==> config.mk <==
export PLATFORM = sky130hd
export DESIGN_NAME = cdc_src_arbiter
export DESIGN_NICKNAME = d
export VERILOG_FILES = /design/src/rtl/sd_cdc_pkg.sv /design/src/rtl/rr_pick.sv /design/src/rtl/cdc_src_arbiter.sv
export SDC_FILE = /design/constraint.sdc
export NUM_CORES = 1
export LEC_CHECK = 0
export ABC_AREA = 0
export CELL_PAD_IN_SITES_DETAIL_PLACEMENT = 0
export CELL_PAD_IN_SITES_GLOBAL_PLACEMENT = 2
export CORE_UTILIZATION = 30
export DETAILED_ROUTE_END_ITERATION = 8
export MAX_ROUTING_LAYER = met4
export PLACE_DENSITY_LB_ADDON = 0.1
export SLEW_MARGIN = 10
export SYNTH_ARGS = -nofsm -noshare
export SYNTH_HDL_FRONTEND = slang
export SYNTH_SLANG_ARGS = --single-unit
==> constraint.sdc <==
create_clock -name clk -period 6.8 [get_ports clk]
set_clock_uncertainty 0.2 [all_clocks]
set_input_delay 1.36 -clock clk [delete_from_list [all_inputs] [get_ports clk]]
set_output_delay 1.36 -clock clk [all_outputs]
set_load 0.005 [all_outputs]
==> src/rtl/sd_cdc_pkg.sv <==
// Shared types and constants for the CDC source-side arbiter.
package sd_cdc_pkg;

  // Default payload width in bits.
  localparam int DEFAULT_WIDTH = 8;

  // Transfer sequencer states (binary encoded).
  typedef enum logic [1:0] {
    ST_IDLE   = 2'd0,
    ST_LAUNCH = 2'd1,
    ST_WAIT   = 2'd2,
    ST_DONE   = 2'd3
  } state_e;

endpackage

==> src/rtl/rr_pick.sv <==
// Combinational round-robin picker: the first requester with req set,
// searching upward from (last_gnt + 1) and wrapping at NREQ.
module rr_pick #(
  parameter int NREQ = 4
) (
  input  logic [NREQ-1:0]         req_i,
  input  logic [$clog2(NREQ)-1:0] last_gnt_i,
  output logic [$clog2(NREQ)-1:0] winner_o,
  output logic                    valid_o
);

  localparam int            IW       = $clog2(NREQ);
  localparam logic [IW-1:0] LAST_IDX = IW'(NREQ - 1);

  logic [IW-1:0] cand;

  // Walk the candidates in rotation order and keep the first one requesting.
  always_comb begin
    // NOTE: every variable gets a default before any branch, so no path leaves
    // one unassigned and no latch is inferred.
    winner_o = '0;
    valid_o  = 1'b0;
    cand     = last_gnt_i;
    for (int off = 0; off < NREQ; off++) begin
      cand = (cand == LAST_IDX) ? '0 : cand + IW'(1);
      if (!valid_o && req_i[cand]) begin
        valid_o  = 1'b1;
        winner_o = cand;
      end
    end
  end

endmodule

==> src/rtl/cdc_src_arbiter.sv <==
// Round-robin arbiter feeding a single CDC handshake source port. One
// transfer at a time: IDLE picks a winner and latches its payload, LAUNCH
// strobes src_val, WAIT holds until src_ack, DONE acks the requester.
// A sticky watchdog flags a WAIT lasting TIMEOUT cycles without abandoning it.
module cdc_src_arbiter
  import sd_cdc_pkg::*;
#(
  parameter int WIDTH   = DEFAULT_WIDTH,
  parameter int NREQ    = 4,
  parameter int TIMEOUT = 1024
) (
  input  logic                    clk,
  input  logic                    rst,
  input  logic [NREQ-1:0]         req,
  input  logic [NREQ*WIDTH-1:0]   req_data,
  output logic [NREQ-1:0]         req_ack,
  output logic [WIDTH-1:0]        src,
  output logic                    src_val,
  input  logic                    src_ack,
  output logic                    busy,
  output logic [$clog2(NREQ)-1:0] gnt_id,
  output logic                    timeout_err,
  input  logic                    timeout_clr
);

  localparam int            IW       = $clog2(NREQ);
  localparam int            CW       = $clog2(TIMEOUT + 1);
  localparam logic [CW-1:0] TMO      = CW'(TIMEOUT);
  localparam logic [IW-1:0] LAST_RST = IW'(NREQ - 1);

  state_e        state_q, state_d;
  logic [WIDTH-1:0] src_q, src_d;
  logic [IW-1:0] gnt_q, gnt_d;
  logic [IW-1:0] last_q, last_d;
  logic [CW-1:0] wd_q, wd_d;
  logic          err_q, err_d;

  logic [IW-1:0]    win_idx;
  logic             win_val;
  logic [WIDTH-1:0] data_arr [NREQ];

  // Split the flat payload bus into one word per requester.
  for (genvar g = 0; g < NREQ; g++) begin : g_split
    assign data_arr[g] = req_data[g*WIDTH +: WIDTH];
  end

  rr_pick #(.NREQ(NREQ)) u_rr_pick (
    .req_i      (req),
    .last_gnt_i (last_q),
    .winner_o   (win_idx),
    .valid_o    (win_val)
  );

  // Next-state, datapath updates and Moore outputs of the transfer sequencer.
  always_comb begin
    state_d = state_q;
    src_d   = src_q;
    gnt_d   = gnt_q;
    last_d  = last_q;
    wd_d    = wd_q;
    err_d   = timeout_clr ? 1'b0 : err_q;
    src_val = 1'b0;
    req_ack = '0;
    busy    = (state_q != ST_IDLE);

    case (state_q)
      ST_IDLE: begin
        if (win_val) begin
          state_d = ST_LAUNCH;
          src_d   = data_arr[win_idx];
          gnt_d   = win_idx;
        end
      end
      ST_LAUNCH: begin
        src_val = 1'b1;
        if (src_ack) begin
          state_d = ST_DONE;
        end else begin
          state_d = ST_WAIT;
          wd_d    = '0;
        end
      end
      ST_WAIT: begin
        // Saturating watchdog; the set is applied after the clear so it wins.
        if (wd_q != TMO) begin
          wd_d = wd_q + CW'(1);
          if (wd_d == TMO) err_d = 1'b1;
        end
        if (src_ack) state_d = ST_DONE;
      end
      ST_DONE: begin
        req_ack[gnt_q] = 1'b1;
        last_d         = gnt_q;
        state_d        = ST_IDLE;
      end
      default: state_d = ST_IDLE;
    endcase
  end

  // State and datapath registers; reset abandons any transfer in flight.
  always_ff @(posedge clk or posedge rst) begin
    if (rst) begin
      state_q <= ST_IDLE;
      src_q   <= '0;
      gnt_q   <= '0;
      last_q  <= LAST_RST;
      wd_q    <= '0;
      err_q   <= 1'b0;
    end else begin
      // NOTE: non-blocking assignments so every register samples the values
      // from before this edge, independent of statement order.
      state_q <= state_d;
      src_q   <= src_d;
      gnt_q   <= gnt_d;
      last_q  <= last_d;
      wd_q    <= wd_d;
      err_q   <= err_d;
    end
  end

  assign src         = src_q;
  assign gnt_id      = gnt_q;
  assign timeout_err = err_q;

endmodule

==> flow_summary.yaml <==
pwr:
  power_leakage_nw: 1.06
  power_mw: 0.953
  p_per_area_nw_per_um2: 368
  vdd_drop_max_mv: 0.231
logic_synthesis:
  yosysTopAreaCellShare: 0.307
  synth_cell_types: 55
  synth_edf_count: 0
  yosysWarnings: 0
  synth_nets: 259
  yosys.area.top_type: "dfrtp_1"
  async_reset_ff_frac: 1.00
  synth_seq_cells: 26
  yosys_most_used_dff: "dfrtp_1"
  ys_seq_area_frac: 0.334
  postSynthCellCount: 211
  synthTopCellsByArea: "dfrtp_1 31%, mux2i_1 7.7%, ha_1 5.1%, nor2_1 4.6%, o21ai_2 3.1%"
  syn_area_sq_um: 1960
  avgSynthCellArea_sq_um: 9.27
timing:
  fmax_mhz: 285
  rsz0062_at_grt: "no"
  worstMarginPinSlew_ps: 1030
  hold_violations: 0
  finalCritPeriodShare: 0.516
  final-max-slew-violation-count: 0
  min_period_ps: 3510
  setup_viol: 0
  whs_ps: 345
  relSlewSlack: 0.314
  fin_tns_setup_ps: 0
global_route:
  grt_pass1_vias: 1563
  grt_first_pass_wirelength_um: 7860
  overflow: 0
  grt_max_degree: 27
  antenna_found_initial: 0
  grt.total_usage: 0.155
critical_path:
  r2r_start: "last_q[0]$_DFFE_PP1P_"
  critPathMaxFanout: 16
  crit_required_ps: 6780
  cp-startpoint: "req[2]"
  startpoint_type: "input port"
  crit_path_end_kind: "flop"
  worstPathArrival_ps: 3490
  path_class: "in -> reg"
placed_design:
  place_congestion: 0.734
  dp_cells: 332
  dp_hpwl_um: 3550
  io_buffers: 56
worst_hold_path:
  holdCritPathClass: "reg -> reg"
  hp-start: "timeout_err$_DFF_PP0_"
clock_tree:
  cts_resized: 0
  cts-root-buf: "clkbuf_8"
  clock_latency_ps: 280
  cts-htree-levels: 1
  cts_buffers: 3
  cts_tree: "built"
  cts.sinks: 26
  path_clk_slew_ps: 100
  cts_setup_buffers: 0
  clockBufferDepth: 2
  holdBufCountCts: 0
cells_and_area:
  syn2layout_area_growth_pct: 32.3
  nNetsFinal: 308
  drive_gt1_frac: 0.0927
  diodes: 0
  fin_cells: 336
detailed_routing:
  remaining_drc_errors: 0
  vias: 1724
  ant_nets: 0
  post_drt_via_cell_ratio: 5.13
  wl_per_cell_um: 14.5
  drt_wl_total_um: 4870
  drt-initial-drc-count: 62
  dr.pass1.iters: 6
floorplan:
  die_y_um: 82.8
  start_util: 0.310
  die_width_um: 82.8
  io_pins: 57
  rows: 29
  die_area_sq_um: 6850
  core_region_area_sq_um: 6310
flow_run:
  drv_cap: 0
status:
  status: "completed"
[sequential cells by signal, summed over array words and instances (netlist names)]
register / flops
wd_q: 11
src: 8
gnt_id: 2
last_q: 2
state_q: 2
timeout_err: 1
[metal layers]
layer,part of all wire,vias to the layer above,global-route usage
met2,0.48,37,0.260
met3,0.054,2,0.0297
met1,0.46,812,0.198
li1,-,873,-
met5,0,-,-
met4,0.0039,0,0.0207
[final cells by class]
| cell class | instances | area [sq um] |
|---|---|---|
| flip-flops and latches | 26 | 653 |
| inverters | 10 | 37.5 |
| repair buffers | 56 | 561 |
| multi-input cells | 163 | 1170 |
| well taps | 77 | 96.3 |
| fillers | 664 | 3720 |
| clock buffers | 3 | 41.3 |
| clock inverters | 1 | 30.0 |
[final timing paths]
check                                          to  slack [ps]  cells past startpoint
max reg2reg                    src[5]$_DFFE_PP0P_        3920                      7
max                            src[5]$_DFFE_PP0P_        3290                      7
min in group asynchronous    wd_q[10]$_DFFE_PP0P_        1430                      2
min                         timeout_err$_DFF_PP0_         340                      2
min reg2reg                 timeout_err$_DFF_PP0_         340                      2
max in group asynchronous  state_q[0]$_DFFE_PP0P_        4350                      2
[cell families after synthesis]
family / count (synthesis) / synth area share
compound gates: 56 / 0.214
buf+inv: 22 / 0.0684
xor+xnor: 8 / 0.0358
mux: 16 / 0.0825
fa+ha+maj: 8 / 0.0512
simple gates: 75 / 0.214
flops: 26 / 0.334
[power by group]
part           total, mW  switching (mW)  internal (mW)
logic              0.566           0.296          0.270
registers          0.255          0.0471          0.208
clock network      0.132          0.0531         0.0788
total              0.953           0.396          0.557
[cells in the final DEF (no fill, tap or decap), types with 4 or more instances in the layout]
master,n
nand2_1,8
dfrtp_1,24
a221oi_1,6
clkdlybuf4s50_1,56
nor2_1,24
ha_1,8
inv_1,10
o21ai_0,11
nand3_1,6
o21ai_1,7
and3_1,7
mux2i_1,15
a21oi_1,4
xnor2_1,5
o21ai_2,7
a32oi_1,4
[stage by stage]
stage | utilization | setup slack [ps] | area, sq um
2_1_floorplan | - | 3790 | 1960
3_3_place_gp | 0.399 | 2990 | 2520
3_5_place_dp | 0.399 | 2960 | 2520
4_1_cts | 0.410 | 3260 | 2590
5_1_grt | 0.410 | 3090 | 2590
6_report | 0.410 | 3290 | 2590
[worst max-delay path, stage by stage]
cell and delay (ps):
clkdlybuf4s50_1 650, inv_1 100, a32oi_1 210, o211ai_1 150, a21oi_4 540, mux2i_1 160, a221oi_1 320
[synth_stat cells (all sizes together), types with 2 or more instances]
| cell | count |
|---|---|
| mux2i | 15 |
| dfstp | 2 |
| a31oi | 2 |
| ha | 8 |
| nand3 | 6 |
| clkbuf | 2 |
| nor4 | 2 |
| nor3b | 3 |
| buf | 10 |
| and3b | 2 |
| nor3 | 3 |
| a32oi | 4 |
| a221oi | 7 |
| nand4 | 2 |
| and2 | 2 |
| nand2 | 9 |
| xor2 | 3 |
| o22ai | 2 |
| inv | 10 |
| nor2 | 26 |
| xnor2 | 5 |
| nor2b | 3 |
| dfrtp | 24 |
| or4b | 2 |
| o21ai | 26 |
| nand2b | 3 |
| a2bb2oi | 2 |
| and3 | 7 |
| a21oi | 5 |
No activity file was read; power rests on OpenSTA's default activity.
